**src/rtl/lcd_init_sequencer_pkg.sv**
```systemverilog
// Shared HD44780 definitions: instruction bytes, init sequencer state encoding and helpers.
// The button-driven LCD controller imports the same instruction constants.
package lcd_init_sequencer_pkg;

  localparam logic [7:0] FUNC_SET_8B_2L = 8'h38;
  localparam logic [7:0] DISP_OFF       = 8'h08;
  localparam logic [7:0] CLEAR          = 8'h01;
  localparam logic [7:0] HOME           = 8'h02;
  localparam logic [7:0] ENTRY_INC      = 8'h06;
  localparam logic [7:0] DISP_ON        = 8'h0C;

  localparam int NUM_CMDS = 8;

  typedef enum logic [2:0] {
    ST_POWERUP = 3'd0,
    ST_SETUP   = 3'd1,
    ST_EHIGH   = 3'd2,
    ST_HOLD    = 3'd3,
    ST_GAP     = 3'd4,
    ST_DONE    = 3'd5
  } state_t;

  // Clear and return-home need the long execution time.
  function automatic logic is_long_gap(input logic [7:0] cmd);
    return (cmd == CLEAR) || (cmd == HOME);
  endfunction

  function automatic int max4(input int a, input int b, input int c, input int d);
    int m;
    m = a;
    if (b > m) m = b;
    if (c > m) m = c;
    if (d > m) m = d;
    return m;
  endfunction

endpackage

```
**src/rtl/lcd_init_rom.sv**
```systemverilog
// Combinational init command table: 3-bit index to instruction byte plus long-gap flag.
module lcd_init_rom
  import lcd_init_sequencer_pkg::*;
(
  input  logic [2:0] idx,
  output logic [7:0] cmd,
  output logic       long_gap
);

  always_comb begin
    cmd = DISP_ON;
    case (idx)
      3'd0, 3'd1, 3'd2, 3'd3: cmd = FUNC_SET_8B_2L;
      3'd4:                   cmd = DISP_OFF;
      3'd5:                   cmd = CLEAR;
      3'd6:                   cmd = ENTRY_INC;
      default:                cmd = DISP_ON;
    endcase
    long_gap = is_long_gap(cmd);
  end

endmodule

```
**src/rtl/lcd_init_sequencer.sv**
```systemverilog
// HD44780 power-on init sequencer: power-up wait, then eight E-strobed instructions, then DONE.
// Outputs are registered decodes of the current state, so they trail the state register by one cycle.
//
// state   | meaning
// POWERUP | waiting POWERUP_CYCLES after reset
// SETUP   | one cycle of data setup before E rises
// EHIGH   | E high for E_HIGH_CYCLES
// HOLD    | one cycle of data hold after E falls
// GAP     | instruction execution time (short or long)
// DONE    | sequence finished, bus handed to button path
module lcd_init_sequencer
  import lcd_init_sequencer_pkg::*;
#(
  parameter int POWERUP_CYCLES   = 1_000_000,
  parameter int E_HIGH_CYCLES    = 25,
  parameter int CMD_GAP_CYCLES   = 2_500,
  parameter int CLEAR_GAP_CYCLES = 100_000
) (
  input  logic       clk,
  input  logic       rst,
  input  logic       reinit,
  output logic [7:0] data_init_lcd,
  output logic       RS_init_lcd,
  output logic       RW_init_lcd,
  output logic       E_init_lcd,
  output logic       init_complete_flag
);

  localparam int MAX_P = max4(POWERUP_CYCLES, E_HIGH_CYCLES, CMD_GAP_CYCLES, CLEAR_GAP_CYCLES);
  localparam int CW    = $clog2(MAX_P) + 1;

  localparam logic [CW-1:0] PU_LAST    = CW'(POWERUP_CYCLES - 1);
  localparam logic [CW-1:0] EH_LAST    = CW'(E_HIGH_CYCLES - 1);
  localparam logic [CW-1:0] GAP_LAST   = CW'(CMD_GAP_CYCLES - 1);
  localparam logic [CW-1:0] CLEAR_LAST = CW'(CLEAR_GAP_CYCLES - 1);

  state_t        state, state_nxt;
  logic [CW-1:0] cnt, cnt_nxt;
  logic [2:0]    idx, idx_nxt;
  logic [7:0]    cmd;
  logic          long_gap;

  logic [7:0]    data_nxt;
  logic          e_nxt;
  logic          flag_nxt;

  lcd_init_rom u_rom (
    .idx      (idx),
    .cmd      (cmd),
    .long_gap (long_gap)
  );

  always_ff @(posedge clk) begin
    if (rst) begin
      state              <= ST_POWERUP;
      cnt                <= '0;
      idx                <= '0;
      data_init_lcd      <= 8'h00;
      RS_init_lcd        <= 1'b0;
      RW_init_lcd        <= 1'b0;
      E_init_lcd         <= 1'b0;
      init_complete_flag <= 1'b0;
    end else begin
      state              <= state_nxt;
      cnt                <= cnt_nxt;
      idx                <= idx_nxt;
      data_init_lcd      <= data_nxt;
      RS_init_lcd        <= 1'b0;
      RW_init_lcd        <= 1'b0;
      E_init_lcd         <= e_nxt;
      init_complete_flag <= flag_nxt;
    end
  end

  always_comb begin
    state_nxt = state;
    cnt_nxt   = cnt + CW'(1);
    idx_nxt   = idx;
    data_nxt  = 8'h00;
    e_nxt     = 1'b0;
    flag_nxt  = 1'b0;

    case (state)
      ST_POWERUP: begin
        if (cnt == PU_LAST) begin
          state_nxt = ST_SETUP;
          cnt_nxt   = '0;
          idx_nxt   = '0;
        end
      end
      ST_SETUP: begin
        data_nxt  = cmd;
        state_nxt = ST_EHIGH;
        cnt_nxt   = '0;
      end
      ST_EHIGH: begin
        data_nxt = cmd;
        e_nxt    = 1'b1;
        if (cnt == EH_LAST) begin
          state_nxt = ST_HOLD;
          cnt_nxt   = '0;
        end
      end
      ST_HOLD: begin
        data_nxt  = cmd;
        state_nxt = ST_GAP;
        cnt_nxt   = '0;
      end
      ST_GAP: begin
        data_nxt = cmd;
        if (cnt == (long_gap ? CLEAR_LAST : GAP_LAST)) begin
          cnt_nxt = '0;
          if (idx == 3'(NUM_CMDS - 1)) begin
            state_nxt = ST_DONE;
          end else begin
            idx_nxt   = idx + 3'd1;
            state_nxt = ST_SETUP;
          end
        end
      end
      ST_DONE: begin
        flag_nxt = 1'b1;
        cnt_nxt  = '0;
        // reinit skips the power-up wait; it is only looked at here.
        if (reinit) begin
          state_nxt = ST_SETUP;
          idx_nxt   = '0;
        end
      end
      default: begin
        state_nxt = ST_POWERUP;
        cnt_nxt   = '0;
        idx_nxt   = '0;
      end
    endcase
  end

endmodule

```
**config.mk**
```make
export PLATFORM = sky130hd
export DESIGN_NAME = lcd_init_sequencer
export DESIGN_NICKNAME = d
export VERILOG_FILES = /design/src/rtl/lcd_init_sequencer_pkg.sv /design/src/rtl/lcd_init_rom.sv /design/src/rtl/lcd_init_sequencer.sv
export SDC_FILE = /design/constraint.sdc
export NUM_CORES = 1
export LEC_CHECK = 0
export ABC_AREA = 0
export CAP_MARGIN = 20
export CORE_ASPECT_RATIO = 0.5
export CORE_MARGIN = 5
export CORE_UTILIZATION = 30
export DETAILED_ROUTE_END_ITERATION = 12
export PLACE_DENSITY = 0.54
export SKIP_LAST_GASP = 1
export SYNTH_ARGS = -nofsm -noshare
export SYNTH_HDL_FRONTEND = slang
export SYNTH_SLANG_ARGS = --single-unit
```
**constraint.sdc**
```tcl
create_clock -name clk -period 3.4 [get_ports clk]
set_input_delay 0.68 -clock clk [delete_from_list [all_inputs] [get_ports clk]]
set_output_delay 0.68 -clock clk [all_outputs]
set_load 0.005 [all_outputs]
```
# Yosys cells after proc, flatten, opt, wreduce, memory -nomap -nowiden
# Index checks and enable logic that the tools add are counted.
[classes]
muxes = 19
add_sub_neg = 2
n_reduce_logical = 9
n_eq_ne = 22
bitwise_logic = 2
[op_table]
columns = ["op", "n"]
rows = [
  ["two-way mux 21 bit", 3],
  ["case mux 21 bit (3 select lines)", 1],
  ["two-way mux 3 bit", 9],
  ["case mux 6 bit (4 select lines)", 1],
  ["adder 21 x 1 -> 21 bit (second input constant)", 1],
  ["== test 21 x 17 -> 1 bit", 1],
  ["== test 21 x 20 -> 1 bit (second input constant)", 1],
  ["== test 21 x 5 -> 1 bit (second input constant)", 1],
  ["== test 3 bit (second input constant)", 6],
  ["case mux 3 bit (6 select lines)", 1],
  ["two-way mux 17 bit", 1],
  ["== test 3 x 2 -> 1 bit (second input constant)", 4],
  ["case mux 3 bit (4 select lines)", 1],
  ["inequality test 2 bit (second input constant)", 5],
  ["OR reduction 4 bit", 2],
  ["== test 3 x 1 -> 1 bit (second input constant)", 2],
  ["== test 6 x 1 -> 1 bit (second input constant)", 1],
  ["== test 6 x 2 -> 1 bit (second input constant)", 1],
  ["zero test 3 bit", 2],
  ["AND reduction 5 bit", 1],
  ["AND reduction 4 bit", 1],
  ["adder 3 x 1 -> 3 bit (second input constant)", 1],
  ["OR reduction 3 bit", 1],
  ["two-way mux 1 bit", 2],
  ["3 further kinds", 4],
]
[word_totals]
register_bits = 37
word_cells = 60
input_bits = 3

# Depth between registers and ports, before layout
# Gate-level depths: netlist of run 1.
[depth]
depth_word = 9
mapped_depth = 8
ltp_nobuf = 7

# Cells and area by module
# Synthesis of run 1 repeated with hierarchy kept, for this count alone.
[hier_totals]
cells_unflattened = 209
area_unflattened_um2 = 1829.3
[by_module_without_submodules]
columns = ["module", "area_per_inst_um2", "instances", "cells_each"]
rows = [
  ["lcd_init_sequencer", 1750.4, 1, 198],
  ["lcd_init_rom", 78.8, 1, 11],
]

# Worst setup path before layout of run 1
# Ideal clock, no wire load.
[synth_timing]
path_type = "register to register"
start = "reg cnt[14]"
end = "reg idx[0]"
stages_incl_launch_ff = 6
t_required_ns = 3.277
setup_ns = 0.123
slack_ns = 1.399
arrival_ns = 1.878
cell_sequence = "dfxtp_1 > or4_4 > nor4_2 > nand4_2 > a31oi_4 > mux2_1"
[synth_between]
elab_chain_len = 3
elab_cells_between_ends = 5
[synth_lines]
columns = ["item", "line", "rtl"]
rows = [
  ["start, declared", "lcd_init_sequencer.sv:38", "logic [CW-1:0] cnt, cnt_nxt;"],
  ["start signal, assigned", "lcd_init_sequencer.sv:65", "cnt <= cnt_nxt;"],
  ["== test 21 x 17 -> 1 bit or == test 21 x 20 -> 1 bit (tied branches)", "lcd_init_sequencer.sv:111, lcd_init_sequencer.sv:85", ""],
  ["inequality test 2 bit (no line)", "-", ""],
  ["AND reduction 5 bit (no line) *", "-", ""],
  ["end signal, assigned", "lcd_init_sequencer.sv:66", "idx <= idx_nxt;"],
  ["end, declared", "lcd_init_sequencer.sv:39", "logic [2:0] idx, idx_nxt;"],
]
# Every way passes the cells marked *; elsewhere a longest branch is shown, timed or not.
# A chain may end at the register's enable or synchronous reset.

# Worst setup path in the final report of run 1
[layout_timing]
start = "reg idx[0]"
end = "reg cnt[7]"
[layout_between]
elab_chain_len = 9
elab_cells_between_ends = 16
[layout_lines]
columns = ["item", "line", "rtl"]
rows = [
  ["== test 3 x 1 -> 1 bit, or another cell as far along", "lcd_init_rom.sv:12", "case (idx)"],
  ["OR reduction 4 bit", "lcd_init_rom.sv:12", ""],
  ["case mux 6 bit (4 select lines) *", "lcd_init_rom.sv:12", ""],
  ["== test 6 x 1 -> 1 bit or == test 6 x 2 -> 1 bit (tied branches)", "lcd_init_sequencer_pkg.sv:25", "return (cmd == CLEAR) || (cmd == HOME);"],
  ["logical OR 1 bit *", "lcd_init_sequencer_pkg.sv:25", ""],
  ["two-way mux 17 bit *", "lcd_init_sequencer.sv:111", "if (cnt == (long_gap ? CLEAR_LAST : GAP_LAST)) begin"],
  ["== test 21 x 17 -> 1 bit *", "lcd_init_sequencer.sv:111", ""],
  ["two-way mux 21 bit *", "lcd_init_sequencer.sv:111", ""],
  ["case mux 21 bit (3 select lines) *", "lcd_init_sequencer.sv:83", "case (state)"],
]
# Marked as above.

==> results of run 1 <==
area by class of cell:
type	instances	area share, %
clock buffer	7	6.86
sequential	34	32.7
multi-input combinational	157	49.5
clock inverter	1	0.241
timing repair buffer	11	5.17
tap	73	4.39
inverter	6	1.08
Yosys cell counts, types with 5 or more instances:
cell type | instances | area share (%)
dfxtp_1 | 34 | 38
nor3_1 | 27 | 7.5
nor2_1 | 16 | 3.3
nand2_1 | 15 | 3.1
xnor2_1 | 13 | 6.3
nand3_1 | 11 | 3.1
ha_1 | 8 | 5.6
buf_4 | 7 | 2.9
clkbuf_1 | 7 | 1.5
nand2b_1 | 7 | 2.4
xor2_1 | 7 | 3.4
inv_1 | 6 | 1.3
nor4_1 | 6 | 2.1
or3_1 | 5 | 1.7
worst max path at each step:
stage | cells past startpoint | startpoint | endpoint
2_1_floorplan | 5 | cnt[14] | idx[0]
3_3_place_gp | 7 | idx[0] | cnt[8]
3_5_place_dp | 7 | idx[0] | cnt[6]
4_1_cts | 7 | idx[0] | cnt[7]
5_1_grt | 7 | idx[0] | cnt[7]
6_report | 7 | idx[0] | cnt[7]
cell families after synthesis:
group | after synthesis | synth area share, %
buffers and inverters | 20 | 5.63
AOI/OAI and AO/OA | 14 | 6.05
muxes | 5 | 2.99
xor gates and xnor gates | 20 | 9.73
adders and majority gates | 8 | 5.56
and+or+nand+nor | 106 | 32.0
other | 1 | 0.208
DFF | 34 | 37.8
layer usage:
layer	vias to the layer above	part of all wire, %	global-route usage (%)	wire length [um]
met5	-	0	0	0
met4	0	0.78	3.14	29
met3	2	4.1	3.13	151
met2	28	44	15.8	1610
met1	691	52	14.0	1910
li1	736	-	-	-
worst reg2reg max path: cells and delay by family (launching register included):
kind	cells	cell delay, ns
and+or+nand+nor	3	0.83
DFF	1	0.34
adders and majority gates	2	0.46
buffers and inverters	1	0.30
AOI/OAI and AO/OA	1	0.57
registers in the layout (all words and copies together), names as in the netlist:
signal,count
E_init_lcd,1
cnt,21
data_init_lcd,5
idx,3
init_complete_flag,1
state,3
through the flow:
stage               std cells  cell area [um2]  total power [mW]  hold slack (ns)  utilization [%]
detailed placement        281             1930             0.560            0.502             34.1
finish                    289             2080             0.995            0.507             36.8
global placement          281             1930             0.558            0.493             34.1
floorplan                 211             1810             0.532            0.462                -
CTS                       289             2080              1.01            0.510             36.8
global route              289             2080              1.04            0.541             36.8
power by group:
group / switching [mW] / internal (mW)
Sequential: 0.0194 / 0.415
Combinational: 0.0676 / 0.0484
Clock: 0.155 / 0.290
Total: 0.242 / 0.753
cells in the final DEF, fill, tap and decap left out, types with 2 or more instances in the layout:
master           instances
nor4_1                   6
or3_1                    5
clkdlybuf4s50_1         10
xor2_1                   7
inv_1                    6
nand2b_1                 7
or4_1                    2
conb_1                   4
ha_1                     8
and4_1                   2
xnor2_1                 13
nor2_1                  16
a211oi_1                 2
nand2_1                 15
nor3_1                  27
mux2_1                   2
clkbuf_16                5
nand4_1                  3
nand3_1                 11
nor4_2                   2
and3_1                   3
o21ai_0                  3
nor3b_1                  2
a21oi_1                  3
dfxtp_1                 34
mux2i_1                  2
==> summary.txt, run 1 <==
Outcome
  • Status: finished, final reports clean

CTS
  • Num Clock Sinks: 34
  • Root Driver: clkbuf_16
  • CTS tree: yes
  • H-tree levels: 2
  • Post-CTS Setup Repair Bufs: 0
  • Clock Tree Buf Depth: 2
  • CTS Hold Bufs: 0
  • Total CTS buffers: 5
  • Clk slew on worst S/H paths: 0.05 ns
  • Clock latency on the worst-skew pair: 0.27 ns
  • Post-cts gate resize count: 0

Worst setup path
  • Slowest CP cell: a31oi_2
  • CP Launch Type: register
  • Delay of the slowest critical-path stage: 0.57 ns
  • R2R Path Start: idx[0]
  • Setup CP Type: reg -> reg
  • RR Endpoint: cnt[7]
  • CP Data Required Time: 3.52 ns
  • CP Buf/Inv Count: 1
  • Worst path cell trace: ha_1, ha_1, nor4_1, nand4_2, a31oi_2, buf_4, nor3_1
  • Reg2Reg Setup Slack: 0.75 ns
  • Crit. End Element: register
  • Most frequent CP cell: ha_1
  • CP arrival: 2.77 ns
  • Worst r2r path cells: 7
  • Critical-path maximum fanout: 11
  • CP top delay family: simple AND/OR/NAND/NOR gates

Placement
  • Routability Congestion: 0.768
  • Placement Setup Slack: 0.754 ns
  • I/O Buffers: 10
  • HPWL Detailed: 2.62 mm

Layout
  • Layout area overhead: 15.5%
  • Area of the multi-input gates: 1030 um2
  • Layout fillers: 576
  • Layout cells sized above 1: 6.94%
  • Register Area: 681 um2
  • # diodes: 0
  • Layout net count: 226

Die
  • # rows: 19
  • Die Width: 120 um
  • Chip Height: 64.8 um
  • Die area: 7750 um2
  • Top Ports: 15
  • Initial Util: 31.8%
  • Core Area: 5660 um2

Routing
  • Drt drc: 0
  • Avg WL per Cell: 12.8 um
  • Detailed-route vias per instance: 5.04
  • Via count: 1,457
  • Iter 0 DRT Violations: 84
  • ANT nets after route: 0
  • Routed WL: 3.70 mm
  • Drt first pass iters: 4

Global routing
  • First-pass GRT wire length: 6.58 mm
  • Largest net degree at the start of global routing: 22
  • Initial antenna violation count: 0
  • Grt ovf: 0
  • GRT Overall Usage: 10.3%
  • Vias in the first global route: 1,396

STA
  • Tmin final: 2.65 ns
  • Setup TNS: 0 ns
  • Slew margin rel.: 51.5%
  • Worst Tran Pin Value: 0.727 ns
  • FMAX: 378 MHz
  • Layout Skew: 0.00477 ns
  • Final Worst Setup Slack: 0.754 ns
  • RSZ-0062 raised after global routing: false
  • Crit share post-route: 77.8%
  • Pins Over Slew Limit: 0
  • Final setup viols: 0
  • Final count of hold timing violations: 0

Synth
  • Warnings from Yosys: 0
  • Seq/Total Area, Yosys: 37.8%
  • Async S/R FF share, synth: 0%
  • Syn avg cell area: 8.66 um2
  • Synth Register Bits: 34
  • Number of enable flip-flop cells after synthesis: 0
  • Mapped Cells: 208
  • Area of the mapped netlist: 1800 um2
  • Post-synth cell types: 38
  • Main synth FF type: dfxtp_1

Hold path
  • Hold path depth: 1
  • Startpoint of the worst hold path: cnt[0]
  • Worst hold path class: reg -> reg
  • Hold endpoint: cnt[0]

Power
  • Worst IR Drop VDD: 224 uV
  • Leak: 0.705 nW
  • Pwr Density: 478 nW/um2

Run
  • Max Cap Viol: 0
(Power assumes the default switching activity.)
==> run 2: changes to the inputs <==
Settings changed: PLACE_DENSITY 0.54 to 0.55.
Clock period 3.4 ns to 2.2 ns, I/O delays scaled along.
==> run 2 against run 1 <==
  * Non-clock buffer count up 18
  * Critical path depth down 2
  * Flip-flop and latch count unchanged
  * Setup slack worse by 0.65 ns
  * Maximum frequency up 26%
  * Clock power up 56%
  * Design area up 8.5%
  * Sequential share of layout area down 2.5 points
  * Power up 59%
==> summary.txt, run 2 (same netlist as run 1, synthesis figures left out) <==
Layout
  • Layout cells sized above 1: 15.8% (+8.9 points)
  • Top reg by flops: cnt
  • Max reg flops: 21 (unchanged)
  • Layout area overhead: 25.4%
  • Layout Cells excl Fill: 307 (+6.2%)
  • Top flop regs: cnt x21, data_init_lcd x5
  • Layout net count: 244 (+8.0%)
  • Layout fillers: 565 (-1.9%)
  • # diodes: 0 (unchanged)
  • Fin util: 39.9% (+3.1 points)
  • Most frequent cells in the layout: 33 x dfxtp_1, 25 x nor3_1, 17 x buf_4, 16 x nor2_1, 15 x nand2_1
  • Commonest non-fill, non-tap cell in the layout: dfxtp_1

Placement
  • Placement Setup Slack: 0.0483 ns (-0.705 ns)
  • HPWL Detailed: 2.88 mm (+10%)
  • Post-Place Cells: 299 (+6.4%)
  • Routability Congestion: 0.831 (+8.1%)
  • I/O Buffers: 10 (unchanged)

Worst setup path
  • Critical-path maximum fanout: 4 (-7)
  • CP arrival: 2.26 ns (-0.51 ns)
  • CP Launch Type: register
  • Worst r2r path cells: 5 (-2)
  • Setup CP Type: reg -> reg
  • CP Data Required Time: 2.36 ns (-1.16 ns)
  • Crit. End Element: register

Die
  • Top Ports: 15 (unchanged)
  • # rows: 19 (unchanged)
  • Initial Util: 31.8% (unchanged)
  • Chip Height: 64.8 um (unchanged)
  • Die area: 7750 um2 (unchanged)
  • Die Width: 120 um (unchanged)
  • Core Area: 5660 um2 (unchanged)

CTS
  • Post-CTS Setup Repair Bufs: 0 (unchanged)
  • Total CTS buffers: 5 (unchanged)
  • Num Clock Sinks: 34 (unchanged)
  • CTS tree: yes
  • Root Driver: clkbuf_16
  • H-tree levels: 2 (unchanged)
  • Clk slew on worst S/H paths: 0.05 ns (about the same)
  • Clock Tree Buf Depth: 2 (unchanged)
  • Clock latency on the worst-skew pair: 0.28 ns (about the same)

Hold path
  • Hold path depth: 1 (unchanged)
  • Worst hold path class: reg -> reg

Routing
  • Drt first pass iters: 4 (unchanged)
  • Via count: 1,481 (+1.6%)
  • Detailed-route vias per instance: 4.82 (-4.3%)
  • Avg WL per Cell: 12.9 um (+1.1%)
  • Iter 0 DRT Violations: 105 (+25%)
  • Drt drc: 0 (unchanged)
  • Routed WL: 3.97 mm (+7.4%)
  • ANT nets after route: 0 (unchanged)

Global routing
  • Vias in the first global route: 1,406 (+0.72%)
  • First-pass GRT wire length: 6.82 mm (+3.8%)
  • GRT Overall Usage: 11.0% (+0.76 points)
  • Grt ovf: 0 (unchanged)
  • Largest net degree at the start of global routing: 22 (unchanged)
  • Initial antenna violation count: 0 (unchanged)

STA
  • Tmin final: 2.10 ns (-0.548 ns)
  • Setup TNS: 0 ns (unchanged)
  • Crit share post-route: 95.4% (+18 points)
  • RSZ-0062 raised after global routing: false
  • Pins Over Slew Limit: 0 (unchanged)
  • Final count of hold timing violations: 0 (unchanged)
  • FMAX: 477 MHz (+26%)
  • Layout Skew: 0.00414 ns (-0.000635 ns)
  • Final Worst Setup Slack: 0.102 ns (-0.652 ns)
  • Final setup viols: 0 (unchanged)

Power
  • Worst IR Drop VDD: 342 uV (+53%)
  • Leak: 0.813 nW (+15%)
  • Pwr Density: 702 nW/um2 (+47%)

Run
  • Max Cap Viol: 0 (unchanged)

Outcome
  • Status: finished, final reports clean
-- run 2: path summary, 6_finish.rpt --
kind,from,end,slack [ns]
setup / recovery,cnt[14],idx[0],0.10
hold / removal,idx[2],data_init_lcd[3],0.51
setup reg to reg,cnt[14],idx[0],0.10
hold reg to reg,idx[2],data_init_lcd[3],0.51
-- run 2: through the flow --
step | area [um2] | power, mW | hold WS (ns)
floorplan | 1810 | 0.823 | 0.462
global placement | 2090 | 0.900 | 0.501
detailed placement | 2090 | 0.904 | 0.507
CTS | 2240 | 1.60 | 0.520
global route | 2260 | 1.66 | 0.534
finish | 2260 | 1.58 | 0.513
-- run 2: critical path, cell delays in order (launching register included) --
cell	delay, ns
dfxtp_1	0.34
or4_4	0.56
nor4_2	0.30
nand4_2	0.21
a31oi_4	0.25
mux2_1	0.34
-- run 2: routing by layer --
layer  part of all wire, %  up-vias  GRT usage [%]  wire length, um
met5                     0        -              0                0
met4                   1.6        0           5.14               63
met3                   3.2        7           2.87              129
met2                    45       16           17.1             1770
met1                    51      681           14.6             2010
li1                      -      777              -                -
-- run 2: final cells by class --
cell class,count,area (um2),area share (%)
Clock inverter,1,5.00,0.222
Multi-Input combinational cell,157,1050,46.3
Inverter,6,22.5,0.998
Tap cell,73,91.3,4.05
Clock buffer,7,143,6.32
Sequential cell,34,682,30.2
Timing Repair Buffer,29,268,11.9
-- run 2: power by group --
group | switching [mW] | internal [mW]
clock network | 0.246 | 0.448
logic | 0.119 | 0.106
registers | 0.0252 | 0.641
total | 0.390 | 1.19
-- run 2: what timing repair did --
action | CTS | global route
endpoints found under the setup margin | 0 | 23
hold buffers | 0 | 0
resized for setup | 0 | 4
==> run 3: changes to the inputs <==
Settings changed: CELL_PAD_IN_SITES_DETAIL_PLACEMENT set to 0, CELL_PAD_IN_SITES_GLOBAL_PLACEMENT set to 2, CTS_CLUSTER_SIZE set to 28, GPL_ROUTABILITY_DRIVEN set to 1, PLACE_DENSITY 0.55 to 0.78.
==> run 3 against run 2 <==
  * Non-clock buffer count unchanged
  * Sequential power barely moved
  * Maximum frequency is 0.59% higher
  * Setup slack gained 0.012 ns
  * Design area is 0.72% higher
  * Global-route usage increased by 0.21 points
  * Critical path depth did not move
  * Wire length rose by 1.6%
  * Via count is 2.0% higher
  * Clock power about the same
  * Die area did not move
  * Sequential share of layout area down 0.27 points
==> summary.txt, run 3 (same netlist as run 1, synthesis figures left out) <==
Outcome
  • Status: finished, final reports clean

Run
  • Max Cap Viol: 0 (unchanged)

Die
  • Top Ports: 15 (unchanged)
  • Core Area: 5660 um2 (unchanged)
  • Die area: 7750 um2 (unchanged)
  • Chip Height: 64.8 um (unchanged)
  • Initial Util: 31.8% (unchanged)
  • Die Width: 120 um (unchanged)
  • # rows: 19 (unchanged)

STA
  • Final count of hold timing violations: 0 (unchanged)
  • Pins Over Slew Limit: 0 (unchanged)
  • Setup TNS: 0 ns (unchanged)
  • Final Worst Setup Slack: 0.114 ns (+0.0122 ns)
  • Crit share post-route: 94.8% (-0.55 points)
  • Final setup viols: 0 (unchanged)
  • Tmin final: 2.09 ns (-0.0122 ns)
  • Hold slack: 0.539 ns (+0.0263 ns)
  • RSZ-0062 raised after global routing: true
  • FMAX: 479 MHz (+0.59%)
  • Layout Skew: 0.00776 ns (+0.00362 ns)

Placement
  • Area after DPL: 2080 um2 (-0.36%)
  • Routability Congestion: 0.808 (-2.7%)
  • Placement Setup Slack: -0.0181 ns (-0.0664 ns)
  • Post-Place Cells: 298 (-0.33%)
  • I/O Buffers: 10 (unchanged)
  • HPWL Detailed: 2.91 mm (+1.0%)

Routing
  • Drt first pass iters: 4 (unchanged)
  • Via count: 1,510 (+2.0%)
  • Detailed-route vias per instance: 4.92 (+2.0%)
  • ANT nets after route: 0 (unchanged)
  • Routed WL: 4.04 mm (+1.6%)
  • Iter 0 DRT Violations: 82 (-22%)
  • Drt drc: 0 (unchanged)
  • Avg WL per Cell: 13.1 um (+1.6%)

Global routing
  • Grt ovf: 0 (unchanged)
  • Vias in the first global route: 1,476 (+5.0%)
  • Initial antenna violation count: 0 (unchanged)
  • GRT Overall Usage: 11.3% (+0.21 points)
  • First-pass GRT wire length: 7.05 mm (+3.3%)
  • Largest net degree at the start of global routing: 22 (unchanged)

Layout
  • Layout area overhead: 26.3%
  • Commonest non-fill, non-tap cell in the layout: dfxtp_1
  • Final instance area: 2270 um2 (+0.72%)
  • Most frequent cells in the layout: 34 x dfxtp_1, 26 x nor3_1, 17 x buf_4, 16 x nor2_1, 15 x nand2_1
  • Top flop regs: cnt x21, data_init_lcd x5
  • Layout net count: 244 (unchanged)
  • Layout Cells excl Fill: 307 (unchanged)
  • Max reg flops: 21 (unchanged)
  • Layout fillers: 572 (+1.2%)
  • # diodes: 0 (unchanged)
  • Top reg by flops: cnt
  • Layout cells sized above 1: 16.2% (+0.43 points)

Worst setup path
  • R2R Path Start: cnt[14]
  • CP Launch Type: register
  • Setup CP Type: reg -> reg
  • Delay of the slowest critical-path stage: 0.56 ns (about the same)
  • Crit. End Element: register
  • Worst r2r path cells: 5 (unchanged)
  • CP Data Required Time: 2.36 ns (about the same)
  • Slowest CP cell: or4_4
  • Reg2Reg Setup Slack: 0.11 ns (about the same)
  • CP arrival: 2.25 ns (about the same)
  • Worst path cell trace: or4_4, nor3_2, nand4b_1, a31oi_4, mux2_1
  • RR Endpoint: idx[2]
  • Critical-path maximum fanout: 4 (unchanged)

CTS
  • CTS Hold Bufs: 0 (unchanged)
  • Root Driver: clkbuf_16
  • CTS tree: yes
  • H-tree levels: 2 (unchanged)
  • Clk slew on worst S/H paths: 0.06 ns (about the same)
  • Total CTS buffers: 5 (unchanged)
  • Clock Tree Buf Depth: 2 (unchanged)
  • Num Clock Sinks: 34 (unchanged)
  • Clock latency on the worst-skew pair: 0.28 ns (about the same)

Hold path
  • Worst hold path class: reg -> reg
  • Startpoint of the worst hold path: idx[1]
  • Hold path depth: 2 (+1)
  • Hold endpoint: idx[1]

Power
  • Pwr Density: 701 nW/um2 (-0.18%)
  • Worst IR Drop VDD: 301 uV (-12%)
  • Leak: 0.812 nW (-0.16%)
## run 3: cell counts in the layout (fill, tap and decap cells not counted)
No cell type changed its count.
## run 3: worst max-delay path by stage
| stage | cells after the start | slack [ns] | endpoint | from |
|---|---|---|---|---|
| floorplan | 5 | 0.20 | idx[0] | cnt[14] |
| global placement | 7 | 0.03 | idx[0] | idx[0] |
| detailed placement | 7 | -0.02 | idx[0] | idx[0] |
| CTS | 7 | 0.02 | idx[2] | idx[0] |
| global route | 5 | -0.02 | idx[0] | cnt[12] |
| finish | 5 | 0.11 | idx[2] | cnt[14] |
## run 3: where the power goes
group          switching, mW  leakage, nW  internal, mW
clock                  0.249       0.0739         0.448
combinational          0.119        0.463         0.111
sequential            0.0251        0.274         0.641
total                  0.393        0.812          1.20
## run 3: repair_timing
item | CTS | global route
setup endpoints to repair | 2 | 23
pin swaps | 0 | 1
gates resized for setup | 1 | 5
setup buffers | 0 | 1
## run 3: layer usage
layer	track usage [%]	vias up	part of all wire (%)
met5	0	-	0
met4	3.85	0	1.6
met3	3.04	7	4.5
met2	16.8	21	41
met1	15.7	704	53
li1	-	778	-
## run 3: through the flow
stage	total power [mW]	utilization [%]
final	1.59	40.2
after global routing	1.67	40.2
after CTS	1.61	39.6
after detailed placement	0.903	36.8
after global placement	0.903	36.8
after floorplan	0.823	-
## run 3: final cells by class
type,instances,area [um2],area share (%)
clock buffers,7,143,6.27
clock inverters,1,5.00,0.220
inverters,6,22.5,0.991
multi-input cells,157,1060,46.8
flip-flops and latches,34,681,29.9
well taps,73,91.3,4.02
repair buffers,29,268,11.8
## run 3: critical path, delay by kind of cell (launching register included)
kind            cells  cell delay [ns]
mux                 1             0.33
simple gates        3             1.02
compound gates      1             0.28
flops               1             0.34
